## src/rtl/synapse_weight_updater.sv

```systemverilog
// Synaptic weight register file updated by saturating read-modify-write.
// Registered read port and a saturating clipped-update counter.
module synapse_weight_updater #(
  parameter int NUM_SYN  = 16,
  parameter int ADDR_W   = 4,
  parameter int WEIGHT_W = 8,
  parameter int W_MIN    = 0,
  parameter int W_MAX    = 100,
  parameter int INIT_W   = 50
) (
  input  logic                       clk,
  input  logic                       rst,
  input  logic                       learn_en,
  input  logic                       upd_valid,
  output logic                       upd_ready,
  input  logic [ADDR_W-1:0]          upd_addr,
  input  logic signed [7:0]          delta_w,
  output logic                       upd_done,
  output logic                       upd_sat,
  input  logic [ADDR_W-1:0]          rd_addr,
  output logic signed [WEIGHT_W-1:0] rd_data,
  output logic [15:0]                sat_count
);

  typedef enum logic [1:0] {IDLE, CALC, WRITE} state_t;

  localparam int SW = WEIGHT_W + 2;
  localparam logic signed [SW-1:0] MAX_X = SW'(W_MAX);
  localparam logic signed [SW-1:0] MIN_X = SW'(W_MIN);
  localparam logic signed [WEIGHT_W-1:0] INIT_C = WEIGHT_W'(INIT_W);

  state_t state_q, state_d;
  logic [ADDR_W-1:0] addr_q, addr_d;
  logic signed [7:0] delta_q, delta_d;
  logic signed [WEIGHT_W-1:0] res_q, res_d;
  logic clip_q, clip_d;
  logic done_q, done_d;
  logic sat_q, sat_d;
  logic [15:0] cnt_q, cnt_d;
  logic signed [WEIGHT_W-1:0] rd_q, rd_d;
  logic signed [WEIGHT_W-1:0] w_q [NUM_SYN];
  logic signed [WEIGHT_W-1:0] w_d [NUM_SYN];
  logic signed [SW-1:0] sum;

  assign upd_ready = (state_q == IDLE) && learn_en;
  assign upd_done  = done_q;
  assign upd_sat   = sat_q;
  assign rd_data   = rd_q;
  assign sat_count = cnt_q;

  // Two guard bits make the sum exact for any weight/delta pair
  assign sum = SW'(w_q[addr_q]) + SW'(delta_q);

  always_comb begin
    state_d = state_q;
    addr_d  = addr_q;
    delta_d = delta_q;
    res_d   = res_q;
    clip_d  = clip_q;
    done_d  = 1'b0;
    sat_d   = 1'b0;
    cnt_d   = cnt_q;
    w_d     = w_q;
    rd_d    = w_q[rd_addr];
    unique case (state_q)
      IDLE: begin
        if (upd_valid && upd_ready) begin
          addr_d  = upd_addr;
          delta_d = delta_w;
          state_d = CALC;
        end
      end
      CALC: begin
        if (sum > MAX_X) begin
          res_d  = MAX_X[WEIGHT_W-1:0];
          clip_d = 1'b1;
        end else if (sum < MIN_X) begin
          res_d  = MIN_X[WEIGHT_W-1:0];
          clip_d = 1'b1;
        end else begin
          res_d  = sum[WEIGHT_W-1:0];
          clip_d = 1'b0;
        end
        state_d = WRITE;
      end
      WRITE: begin
        w_d[addr_q] = res_q;
        done_d      = 1'b1;
        sat_d       = clip_q;
        if (clip_q && (cnt_q != 16'hFFFF)) cnt_d = cnt_q + 16'd1;
        state_d = IDLE;
      end
      default: state_d = IDLE;
    endcase
  end

  always_ff @(posedge clk or posedge rst) begin
    if (rst) begin
      state_q <= IDLE;
      addr_q  <= '0;
      delta_q <= '0;
      res_q   <= '0;
      clip_q  <= 1'b0;
      done_q  <= 1'b0;
      sat_q   <= 1'b0;
      cnt_q   <= '0;
      rd_q    <= '0;
      for (int i = 0; i < NUM_SYN; i++) w_q[i] <= INIT_C;
    end else begin
      state_q <= state_d;
      addr_q  <= addr_d;
      delta_q <= delta_d;
      res_q   <= res_d;
      clip_q  <= clip_d;
      done_q  <= done_d;
      sat_q   <= sat_d;
      cnt_q   <= cnt_d;
      rd_q    <= rd_d;
      w_q     <= w_d;
    end
  end

endmodule

```

## config.mk

```make
export PLATFORM = sky130hd
export DESIGN_NAME = synapse_weight_updater
export DESIGN_NICKNAME = d
export VERILOG_FILES = /design/src/rtl/synapse_weight_updater.sv
export SDC_FILE = /design/constraint.sdc
export NUM_CORES = 1
export LEC_CHECK = 0
export BUFFER_PORTS_ARGS = -buffer_cell sky130_fd_sc_hd__buf_2
export CORE_ASPECT_RATIO = 1.1
export CORE_MARGIN = 5
export CORE_UTILIZATION = 45
export DETAILED_ROUTE_END_ITERATION = 16
export PLACE_DENSITY = 0.74
export RECOVER_POWER = 25
export SYNTH_ARGS = -nofsm -noshare
export SYNTH_HDL_FRONTEND = slang
export SYNTH_SLANG_ARGS = --single-unit
```

## constraint.sdc

```tcl
create_clock -name clk -period 7.5 [get_ports clk]
set_input_delay 0.75 -clock clk [delete_from_list [all_inputs] [get_ports clk]]
set_output_delay 0.75 -clock clk [all_outputs]
set_load 0.02 [all_outputs]
```

==> After elaboration in Yosys (flattened, before gate mapping) <==
Index checks and enable logic that the tools add are counted.
{ "op_classes": {"bitwise": 2, "n_reduce_logical": 7, "addsub": 2, "mux": 17, "eq_ne": 4, "n_lt_le_gt_ge": 5} }
{ "ops": {"columns": ["cell", "n"], "rows": [
  ["bitwise mux 128 bit", 1],
  ["binary-select mux 8 bit (select 4 bit)", 2],
  ["2-to-1 mux 8 bit", 7],
  ["demux 8 bit (select 4 bit)", 1],
  ["adder 16 x 1 -> 16 bit (second input constant)", 1],
  ["!= test 16 bit (second input constant)", 1],
  ["greater-or-equal comparator 5 bit (second input constant)", 2],
  ["inverter 4 -> 5 bit", 2],
  ["adder 8 x 8 -> 9 bit", 1],
  ["greater-than comparator 9 x 8 -> 1 bit (second input constant)", 1],
  ["< comparator 9 x 1 -> 1 bit (second input constant)", 1],
  ["< comparator 5 x 1 -> 1 bit (second input constant)", 1],
  ["logical AND 1 bit", 4],
  ["2-to-1 mux 1 bit", 4],
  ["case mux 2 bit (2 select lines)", 1],
  ["AND reduction 2 bit", 2],
  ["== test 2 x 1 -> 1 bit (second input constant)", 1],
  ["== test 2 bit (second input constant)", 1],
  ["logical NOT 2 bit", 1],
  ["2-to-1 mux 2 bit", 1],
  ["!= test 2 x 1 -> 1 bit (second input constant)", 1]
]} }
{ "totals": {"ff_bits": 177, "output_inout_bits": 27, "elab_cells": 62} }

==> Depth between registers and ports, before layout <==
Gate-level depths: netlist (run 1).
{ "logic_depth": {"depth_word": 8, "depth_mapped": 11, "mapped_depth_nobuf": 9} }

==> Worst setup path before layout (run 1) <==
No wires, ideal clock.
{ "synth_path": {"kind": "reg-to-reg", "from": "register addr_q[0]", "to": "register res_q[2]", "stages_incl_launch_ff": 12, "synth_period_minus_slack_ps": 3439, "arrival_ps": 3315, "setup_slack_ps": 4061, "n_path_buf": 2, "setup_ps": 124, "cell_sequence": "dfrtp_1 buf_6 buf_8 mux4_2 mux4_2 ha_1 fa_1 a21o_1 a21oi_1 xnor2_1 o311a_4 o31a_1"} }
{ "synth_via": {"elab_chain_len": 8, "elab_cells_between_ends": 9} }
{ "synth_lines": {"columns": ["item", "line", "text"], "rows": [
  ["start, declared", "33", "logic [ADDR_W-1:0] addr_q, addr_d;"],
  ["start signal, assigned", "111", "addr_q <= addr_d;"],
  ["inverter 4 -> 5 bit (not written as such) (*)", "52", "assign sum = SW'(w_q[addr_q]) + SW'(delta_q);"],
  ["binary-select mux 8 bit (select 4 bit) (*)", "52", null],
  ["2-to-1 mux 8 bit (not written as such) (*) (2 in series)", "52", null],
  ["adder 8 x 8 -> 9 bit (*)", "52", null],
  ["< comparator 9 x 1 -> 1 bit", "77", "end else if (sum < MIN_X) begin"],
  ["2-to-1 mux 8 bit", "77", null],
  ["2-to-1 mux 8 bit (*)", "74", "if (sum > MAX_X) begin"],
  ["end signal, assigned", "113", "res_q <= res_d;"],
  ["end, declared", "35", "logic signed [WEIGHT_W-1:0] res_q, res_d;"]
]} }
Mark *: on every way between the ends. The rest lies on a longest branch, timed or not. The select of a mux whose other input is x is not followed.
A chain may end at the register's enable or synchronous reset.

==> Worst setup path in the final report (run 1) <==
Same ends and word-level chain as after synthesis.

==> results.md, run 1 <==
* Post-synthesis cell area at roughly 0.009 sq mm
* Die area at roughly 0.023 sq mm
* Met3 Resource Use GR at 4.67%
* Top Family by Delay on Critical Path: multiplexers
* Post-Syn Instances at approximately 580
* Postcts setup bufs at 0
* Max-cap viol count at 1
* Crit-path cells: buf_4, mux4_2, mux4_2, ha_1, fa_1, a21o_1, a21oi_1, xnor2_1, o311a_4, o31a_1
* PortBufs at 46
* CTS tree: yes
* Power share of the combinational group at approximately 22%
* R2R Path End: res_q[2]$_DFFE_PP0N_
* Clock tree buffer depth at 2
* Drt total wl at 20900 microns
* DRT iter0 DRCs at a little under 500
* FP Rows at between 50 and 60
* Synth async-reset ratio at between 90% and 100%
* Clock Power Share at 32.0%
* Routed WL per cell at ~24 microns
* Worst Min Path Start: sat_count[15]$_DFFE_PP0P_
* Sw frac at between 20% and 30%
* Pwr/cell area at ~290 mW/mm^2
* Ys Warns at 0
* Tmin final at 4.19 ns
* Top post-synthesis cells by count: mux2_2, dfrtp_1, mux4_2
* Die Ht at between 150 and 200 microns
* Largest net degree at the start of global routing at between 100 and 150
* TNS Setup at 0 ns
* GRT met2 Usage at a little under a third
* Setup crit start: addr_q[0]$_DFFE_PP0P_
* Internal at approximately 0.0021 W
* Critical Path RT at 7.83 ns
* RR Startpoint: addr_q[0]$_DFFE_PP0P_
* IO Count at between 40 and 50
* Avg Cell Area, Syn at around 16 sq um
* Fin Clk Skew at between 0.02 and 0.025 ns
* Most used DFF post-synth: dfrtp_1
* Cell variety after synth at 50
* Root Buffer Master: clkbuf_16
* FF+latch count, synth at about 180
* Setup CP Type: flop to flop
* Sequential area share after synthesis at ~49%
* Final Hold Fails at 0
* Sequential Area at ~0.0045 sq mm
* Hold Path Stages at 1
* GRT busiest layer: met2
* Initial Utilization at a little under half
* Critical path's largest stage delay at roughly 0.61 ns
* Routability cong. at 0.880
* Yosys top cell by area: dfrtp_1
* CP most frequent cell: mux4_2
* Yosys top cell area share at about 35%
* CORE AREA at between 0.015 and 0.02 sq mm
* Final net count at approximately 650
* R2R depth at 10
* Vias in the first global route at just under 6000
* Worst Setup Start Kind: flop
* FILL cells at 1632
* Hold path endpoint: sat_count[15]$_DFFE_PP0P_
* Top cells by area, synth: dfrtp_1, mux4_2, mux2_2, dfstp_2, xnor2_1
* Total congestion overflow at 0
* DP HPWL at approximately 14000 microns
* Worst rel slew slack at -191%
* CP Capture Type: flop
* Crit path DAT at 4.51 ns
* Outcome: finished, violations left
* Top-count cell post-synth: mux2_2
* Clk slew on worst S/H paths at 0.07 ns
* All-Layer GR Usage at a little under a fifth
* Fmax at 0.239 GHz
* Buf/Inv on CP at 1
* Hold slack at 0.504 ns
* CTS Buf Count at 17
* Flop pwr share at 46.1%
* Global-route wire length before repair at 33600 microns
* Clock Latency Late Sink at roughly 0.44 ns
* Routed vias at ~5400
* Count of clock tree sinks at about 180
* Antenna viol nets, final at 0
* LEAKAGE at 4.51 nW
* Antenna Cells at 0
* Grt met1 use at around a quarter
* Die width at between 100 and 150 microns
* Post-CTS Resized at 0
* Failing checks: capacitance limit, slew limit
* Share of layout cells above drive strength 1 at between 50% and 60%
* Multi-input gate area at 0.00441 sq mm
* DR vias/cell at slightly above 6
* Antenna violations before repair at 1
* Layout area overhead at 11.1%
* CP max stage cell: dfrtp_2
* RSZ-0062 raised after global routing: no
* Slew Viols, Final at roughly 100
* Worst min path class: flop to flop
* Worst-margin pin slew at about 4.3 ns
* Crit path max fanout at 28
* Max rail drop VDD at 0.208 mV
* R2r setup slk at roughly 3.3 ns
* Crit share post-route at 55.8%
* Post-Syn Nets at 612
* Final Power at 0.00290 W
* EDFF count, synth at 0
* Final Setup Violations at 0
* Fin util at around half
* Cts-stage hold buffer count at 0
* DRC at 0
* H-tree lvl count at 4
* Psw at approximately 0.00085 W
* DR pass1 iterations at 5
## cell families (layout without fill, tap and decap cells)
family                     after synthesis  in the layout  share of synthesized area [%]
xor gates and xnor gates                18             18                           1.73
AOI/OAI and AO/OA                       30             30                           2.66
and+or+nand+nor                         82             82                           5.20
DFF                                    177            177                           49.3
adders and majority gates               10             10                           1.46
buffers and inverters                   43             93                           2.40
muxes                                  222            222                           37.3
## power by group through the flow
stage               logic [W]  clock network [W]  registers (W)
finish               0.000635           0.000929        0.00134
global route         0.000693           0.000980        0.00137
CTS                  0.000640           0.000943        0.00134
detailed placement   0.000638                  0        0.00135
global placement     0.000619                  0        0.00133
floorplan            0.000544                  0        0.00127
## how the worst max path moves through the flow
stage,depth (start not counted),slack [ns],to
final,10,3.31,res_q[2]$_DFFE_PP0N_
after global routing,3,2.63,w_q[38]$_DFFE_PP0P_
after CTS,10,3.30,res_q[2]$_DFFE_PP0N_
after detailed placement,10,3.30,res_q[2]$_DFFE_PP0N_
after global placement,10,3.32,res_q[2]$_DFFE_PP0N_
after floorplan,1,2.03,addr_q[0]$_DFFE_PP0P_
## final cells by class
type,instances,share of cell area (%)
inverters,9,0.346
repair buffers,52,2.72
multi-input cells,362,43.5
well taps,252,3.11
clock buffers,22,4.38
flip-flops and latches,177,44.3
clock inverters,10,1.62
## sequential cells by signal (all words and copies together), names as in the netlist
signal	count
delta_q	8
w_q	128
sat_count	16
upd_done	1
rd_data	8
upd_sat	1
state_q	2
addr_q	4
res_q	8
clip_q	1
## metrics by stage
stage	instance area (sq um)	std cells	worst slack, ns
after floorplan	9110	582	2.03
after global placement	9530	852	3.32
after detailed placement	9530	852	3.30
after CTS	10100	884	3.30
after global routing	10100	884	2.63
final	10100	884	3.31
## cells in the final DEF, fill, tap and decap left out, types with 10 or more instances in the layout
cell       Yosys  layout
clkbuf_16      0      17
mux4_2        80      80
xnor2_1       13      13
buf_2         13      46
nand4_1       10      10
nor2_1        12      12
mux2_2       138     138
dfstp_2       48      48
nand2_1       20      20
dfrtp_1      129     128
## per-layer routing
layer	vias to the layer above	wire, microns
li1	2306	-
met1	2894	8590
met2	172	10500
met3	57	1220
met4	2	634
met5	-	7
Note: power is estimated with default switching activity, not from simulation.
==> inputs of run 2 (changes only) <==
==> constraint.sdc (replaced) <==
create_clock -name clk -period 4 [get_ports clk]
set_input_delay 0.4 -clock clk [delete_from_list [all_inputs] [get_ports clk]]
set_output_delay 0.4 -clock clk [all_outputs]
set_load 0.02 [all_outputs]
==> run 2 against run 1 <==
The flow still finishes with violations (capacitance limit, slew limit). Global-route usage hardly changed. Clock power is 77% higher. Worst setup slack worse by 3.0 ns. Critical path type unchanged. Largest power group unchanged.
==> results.md, run 2 (synthesis gave the netlist of run 1 again) <==
* Final Setup Violations at 0
* DR vias/cell at around 6.2
* Clk slew on worst S/H paths at around 0.070 ns
* CTS tree: yes
* All-Layer GR Usage at a little under a fifth
* DRT iter0 DRCs at 413
* Clock Power Share at 30.6%
* TNS Setup at 0 ns
* Psw at roughly 0.0017 W
* Critical Path RT at about 4.4 ns
* Crit share post-route at approximately 93%
* PortBufs at 46
* Final Hold Fails at 0
* Critical path's largest stage delay at ~0.7 ns
* Most frequent cells in the layout: mux2_2, dfrtp_1, mux4_2
* Crit path DAT at 4.07 ns
* Clock Latency Late Sink at around 0.44 ns
* RSZ-0062 raised after global routing: no
* Count of clock tree sinks at roughly 180
* Vias in the first global route at 5830
* Layout area overhead at 11.5%
* FP Rows at 54
* Max reg flops at between 100 and 150
* H-tree lvl count at 4
* Sw frac at between 30 and 40%
* CTS Buf Count at 17
* CP Capture Type: flop
* IO Count at 47
* Antenna violations before repair at 0
* Flop pwr share at 46.7%
* Share of layout cells above drive strength 1 at between 50% and 60%
* Routed vias at roughly 5500
* Crit-path cells: buf_12, mux4_2, mux4_2, ha_1, and3_1, o21ai_1, mux2i_1, nand3_1, o31ai_1
* Total congestion overflow at 0
* Worst rel slew slack at -34.1%
* Max rail drop VDD at 0.355 mV
* Cts-stage hold buffer count at 0
* Failing checks: capacitance limit, slew limit
* R2R depth at 9
* Crit path depth at 9
* Die width at approximately 150 microns
* CP max stage cell: dfrtp_2
* Drt total wl at 20900 microns
* Pwr/cell area at 528 mW/mm^2
* CP most frequent cell: mux4_2
* Postcts setup bufs at 0
* Post-CTS Resized at 0
* Crit path max fanout at 22
* Max-cap viol count at 1
* Antenna viol nets, final at 0
* Final net count at 655
* Power share of the combinational group at 22.7%
* Routed WL per cell at about 23 microns
* Worst min path class: input port to asynchronous set/reset pin
* CORE AREA at around 0.020 sq mm
* Routability cong. at roughly 0.90
* Clock tree buffer depth at 2
* Worst-margin pin slew at 2.01 ns
* LEAKAGE at ~4.5 nW
* Buf/Inv on CP at 1
* Dpl ws at between 0.3 and 0.4 ns
* Worst setup margin at 0.277 ns
* Root Buffer Master: clkbuf_16
* Antenna Cells at 0
* Reg with most FFs: w_q
* Tmin final at 3.72 ns
* Slew Viols, Final at roughly 150
* Die Ht at around 160 microns
* DP HPWL at between 10000 and 15000 microns
* Commonest non-fill, non-tap cell in the layout: mux2_2
* Initial Utilization at 45.9%
* Fmax at 0.269 GHz
* Internal at around 0.0037 W
* Global-route wire length before repair at 33700 microns
* DR pass1 iterations at 4
* Worst Setup Start Kind: flop
* Outcome: finished, violations left
* Largest net degree at the start of global routing at 152
* Fin Clk Skew at about 0.017 ns
* Top Family by Delay on Critical Path: multiplexers
* Setup CP Type: flop to flop
* Die area at ~0.023 sq mm
* DRC at 0
run 2: changes by cell type in the layout (fill, tap and decap cells not counted), moves of 2 or more:
cell / delta
buf_4: +4
clkinvlp_4: +2
clkbuf_1: -4
bufinv_16: -3
inv_6: +5
run 2: layer usage:
metal	GRT usage, %	vias up	routed length, microns
met2	29.4	178	10300
li1	-	2340	-
met1	24.7	2926	8580
met5	0	-	0
met3	4.38	43	1380
met4	7.85	0	641
run 2: final timing paths:
kind	from	end	slack, ns
setup / recovery	addr_q[0]$_DFFE_PP0P_	res_q[0]$_DFFE_PP0N_	0.28
hold / removal	rst	rd_data[3]$_DFF_PP0_	0.18
setup reg to reg	addr_q[0]$_DFFE_PP0P_	res_q[0]$_DFFE_PP0N_	0.28
hold reg to reg	sat_count[13]$_DFFE_PP0P_	sat_count[13]$_DFFE_PP0P_	0.50
max in group asynchronous	rst	rd_data[5]$_DFF_PP0_	1.22
min in group clk	upd_addr[0]	addr_q[0]$_DFFE_PP0P_	0.20
run 2: stage by stage:
stage	total power, W	std cells	hold slack, ns	area [sq um]	utilization, %
after floorplan	0.00340	582	0.471	9120	-
after global placement	0.00369	858	0.478	9600	48.3
after detailed placement	0.00375	858	0.498	9600	48.3
after CTS	0.00541	890	0.0363	10200	51.3
after global routing	0.00562	890	0.195	10200	51.2
final	0.00536	890	0.178	10200	51.2
run 2: worst register-to-register path, cell delays in order (launching register included):
cell,delay [ns]
dfrtp_2,0.70
buf_12,0.28
mux4_2,0.55
mux4_2,0.49
ha_1,0.40
and3_1,0.22
o21ai_1,0.11
mux2i_1,0.44
nand3_1,0.21
o31ai_1,0.24
run 2: area by class of cell:
cell class                 count  area [sq um]
clock buffer                  18           439
clock inverter                14           146
fill                        1650          9700
inverter                       9          35.0
multi-input combinational    362          4410
sequential                   177          4490
tap                          252           315
timing repair buffer          58           332
run 2: power groups by stage:
stage / sequential (W) / clock [W] / combinational [W]
final: 0.00250 / 0.00164 / 0.00122
after global routing: 0.00255 / 0.00174 / 0.00132
after CTS: 0.00250 / 0.00167 / 0.00123
after detailed placement: 0.00253 / 0 / 0.00122
after global placement: 0.00250 / 0 / 0.00119
after floorplan: 0.00238 / 0 / 0.00102
==> inputs of run 3 (changes only) <==
--- a/config.mk
+++ b/config.mk
@@ -5,9 +5,9 @@
 export SDC_FILE = /design/constraint.sdc
 export NUM_CORES = 1
 export LEC_CHECK = 0
-export BUFFER_PORTS_ARGS = -buffer_cell sky130_fd_sc_hd__buf_2
+export BUFFER_PORTS_ARGS = -buffer_cell sky130_fd_sc_hd__buf_4
 export CORE_ASPECT_RATIO = 1.1
-export CORE_MARGIN = 5
+export CORE_MARGIN = 10
 export CORE_UTILIZATION = 45
 export DETAILED_ROUTE_END_ITERATION = 16
 export PLACE_DENSITY = 0.74
==> run 3 against run 2 <==
The run still ends with capacitance limit, slew limit left. Flip-flop and latch count is the same. Fmax grew 0.55%. Core utilization grew 0.61 points. Final area grew 1.2%. Global-route usage shrank 1.7 points. Worst hold slack gained 0.016 ns. Final cell count shrank 0.22%. Highest routed layer unchanged.
==> results.md, run 3 (synthesis gave the netlist of run 1 again) <==
* DRC at 0
* Largest net degree at the start of global routing at 178
* Slew Viols, Final at 178
* M1 wire length at 9070 microns
* RR Startpoint: addr_q[0]$_DFFE_PP0P_
* Worst Setup Start Kind: flop
* Antenna violations before repair at 0
* DP HPWL at 14200 microns
* DRT iter0 DRCs at roughly 340
* Reg with most FFs: w_q
* Routed vias at 5455
* Met2 WL at 10500 microns
* Die width at roughly 160 microns
* FILL cells at approximately 1600
* Clock Latency Late Sink at 0.44 ns
* Die Ht at 169 microns
* Antenna viol nets, final at 0
* Total congestion overflow at 0
* Post-Place Cell Area at slightly below 0.01 sq mm
* Critical Path RT at 4.33 ns
* CP endpoint: res_q[2]$_DFFE_PP0N_
* All-Layer GR Usage at around 17%
* Clk slew on worst S/H paths at about 0.070 ns
* PortBufs at 46
* Initial Utilization at around 46%
* TNS Setup at 0 ns
* Routed WL per cell at roughly 24 microns
* R2R depth at 9
* Antenna Cells at 0
* Share of layout cells above drive strength 1 at 58.2%
* Fin util at between 50% and 60%
* Worst min path class: input port to flop
* DR vias/cell at just over 6
* R2R Path End: res_q[2]$_DFFE_PP0N_
* R2r setup slk at roughly 0.30 ns
* Commonest non-fill, non-tap cell in the layout: mux2_2
* Final net count at 653
* Layout area overhead at 12.8%
* CP Capture Type: flop
* DR WL met3 at ~1500 microns
* Routability cong. at just over 0.9
* CORE AREA at between 0.015 and 0.02 sq mm
* Dpl ws at about 0.19 ns
* Global-route wire length before repair at ~34000 microns
* LEAKAGE at roughly 4.5 nW
* Max reg flops at between 100 and 150
* Pwr/cell area at 533 mW/mm^2
* Worst setup margin at about 0.30 ns
* DR pass1 iterations at 5
* Crit path max fanout at 19
* Vias in the first global route at 5770
* Root Buffer Master: clkbuf_16
* Clock tree buffer depth at 2
* Cell area after layout at 0.0103 sq mm
* Max rail drop VDD at 0.317 mV
* Final Setup Violations at 0
* Failing checks: capacitance limit, slew limit
* Setup CP Type: flop to flop
* Max-cap viol count at 1
* Fin Clk Skew at roughly 0.01 ns
* Fmax at ~0.27 GHz
* Setup crit start: addr_q[0]$_DFFE_PP0P_
* Crit path DAT at just over 4 ns
* DR top layer: met4
* Worst rel slew slack at -57.2%
* Worst-margin pin slew at around 2.4 ns
* H-tree lvl count at 4
* Crit share post-route at 92.6%
* FP Rows at 54
* IO Count at 47
* Outcome: finished, violations left
* RSZ-0062 raised after global routing: no
* Final Hold Fails at 0
* CTS tree: yes
* CTS Buf Count at 17
* Most frequent cells in the layout: mux2_2, dfrtp_1, mux4_2
* Die area at ~0.026 sq mm
* Count of clock tree sinks at between 150 and 200
* Drt total wl at 21600 microns
* Cts-stage hold buffer count at 0
* Tmin final at roughly 3.7 ns
-- run 3: area by class of cell --
| cell class | instances | area (sq um) | share of cell area, % |
|---|---|---|---|
| Sequential cell | 177 | 4490 | 43.7 |
| Multi-Input combinational cell | 362 | 4410 | 42.9 |
| Timing Repair Buffer | 56 | 433 | 4.21 |
| Clock buffer | 17 | 425 | 4.14 |
| Tap cell | 252 | 315 | 3.07 |
| Clock inverter | 15 | 174 | 1.69 |
| Inverter | 9 | 35.0 | 0.341 |
-- run 3: what timing repair did --
action | in CTS | in global routing
endpoints found under the setup margin | 0 | 6
resized for setup | 0 | 2
setup buffers | 0 | 0
-- run 3: worst min-delay path by stage --
stage | from | end | depth (start not counted)
6_report | delta_w[5] | delta_q[5]$_DFFE_PP0P_ | 2
5_1_grt | delta_w[3] | delta_q[3]$_DFFE_PP0P_ | 2
2_1_floorplan | w_q[26]$_DFFE_PP0P_ | w_q[26]$_DFFE_PP0P_ | 1
3_3_place_gp | sat_count[15]$_DFFE_PP0P_ | sat_count[15]$_DFFE_PP0P_ | 1
4_1_cts | delta_w[5] | delta_q[5]$_DFFE_PP0P_ | 2
3_5_place_dp | sat_count[15]$_DFFE_PP0P_ | sat_count[15]$_DFFE_PP0P_ | 1
-- run 3: report_power, final --
group	leakage [nW]	internal [W]	switching, W
Sequential	2.24	0.00214	0.000372
Combinational	2.01	0.000707	0.000549
Clock	0.287	0.000941	0.000771
-- run 3: through the flow --
stage	hold slack, ns	cells	total power, W
after floorplan	0.471	582	0.00340
after global placement	0.485	856	0.00373
after detailed placement	0.497	856	0.00379
after CTS	0.182	888	0.00551
after global routing	0.179	888	0.00575
final	0.195	888	0.00548
-- run 3: layer usage --
layer,global-route usage [%],up-vias
li1,-,2324
met1,22.2,2905
met2,26.4,183
met3,4.79,43
met4,5.82,0
met5,0,-
-- run 3: worst max-delay path: stages, from the launching register on --
cell     delay [ns]
dfrtp_4        0.64
mux4_2         0.55
mux4_2         0.54
ha_1           0.25
fa_1           0.42
a21o_1         0.21
a21oi_1        0.18
xnor2_1        0.12
o311a_4        0.36
o31a_1         0.30
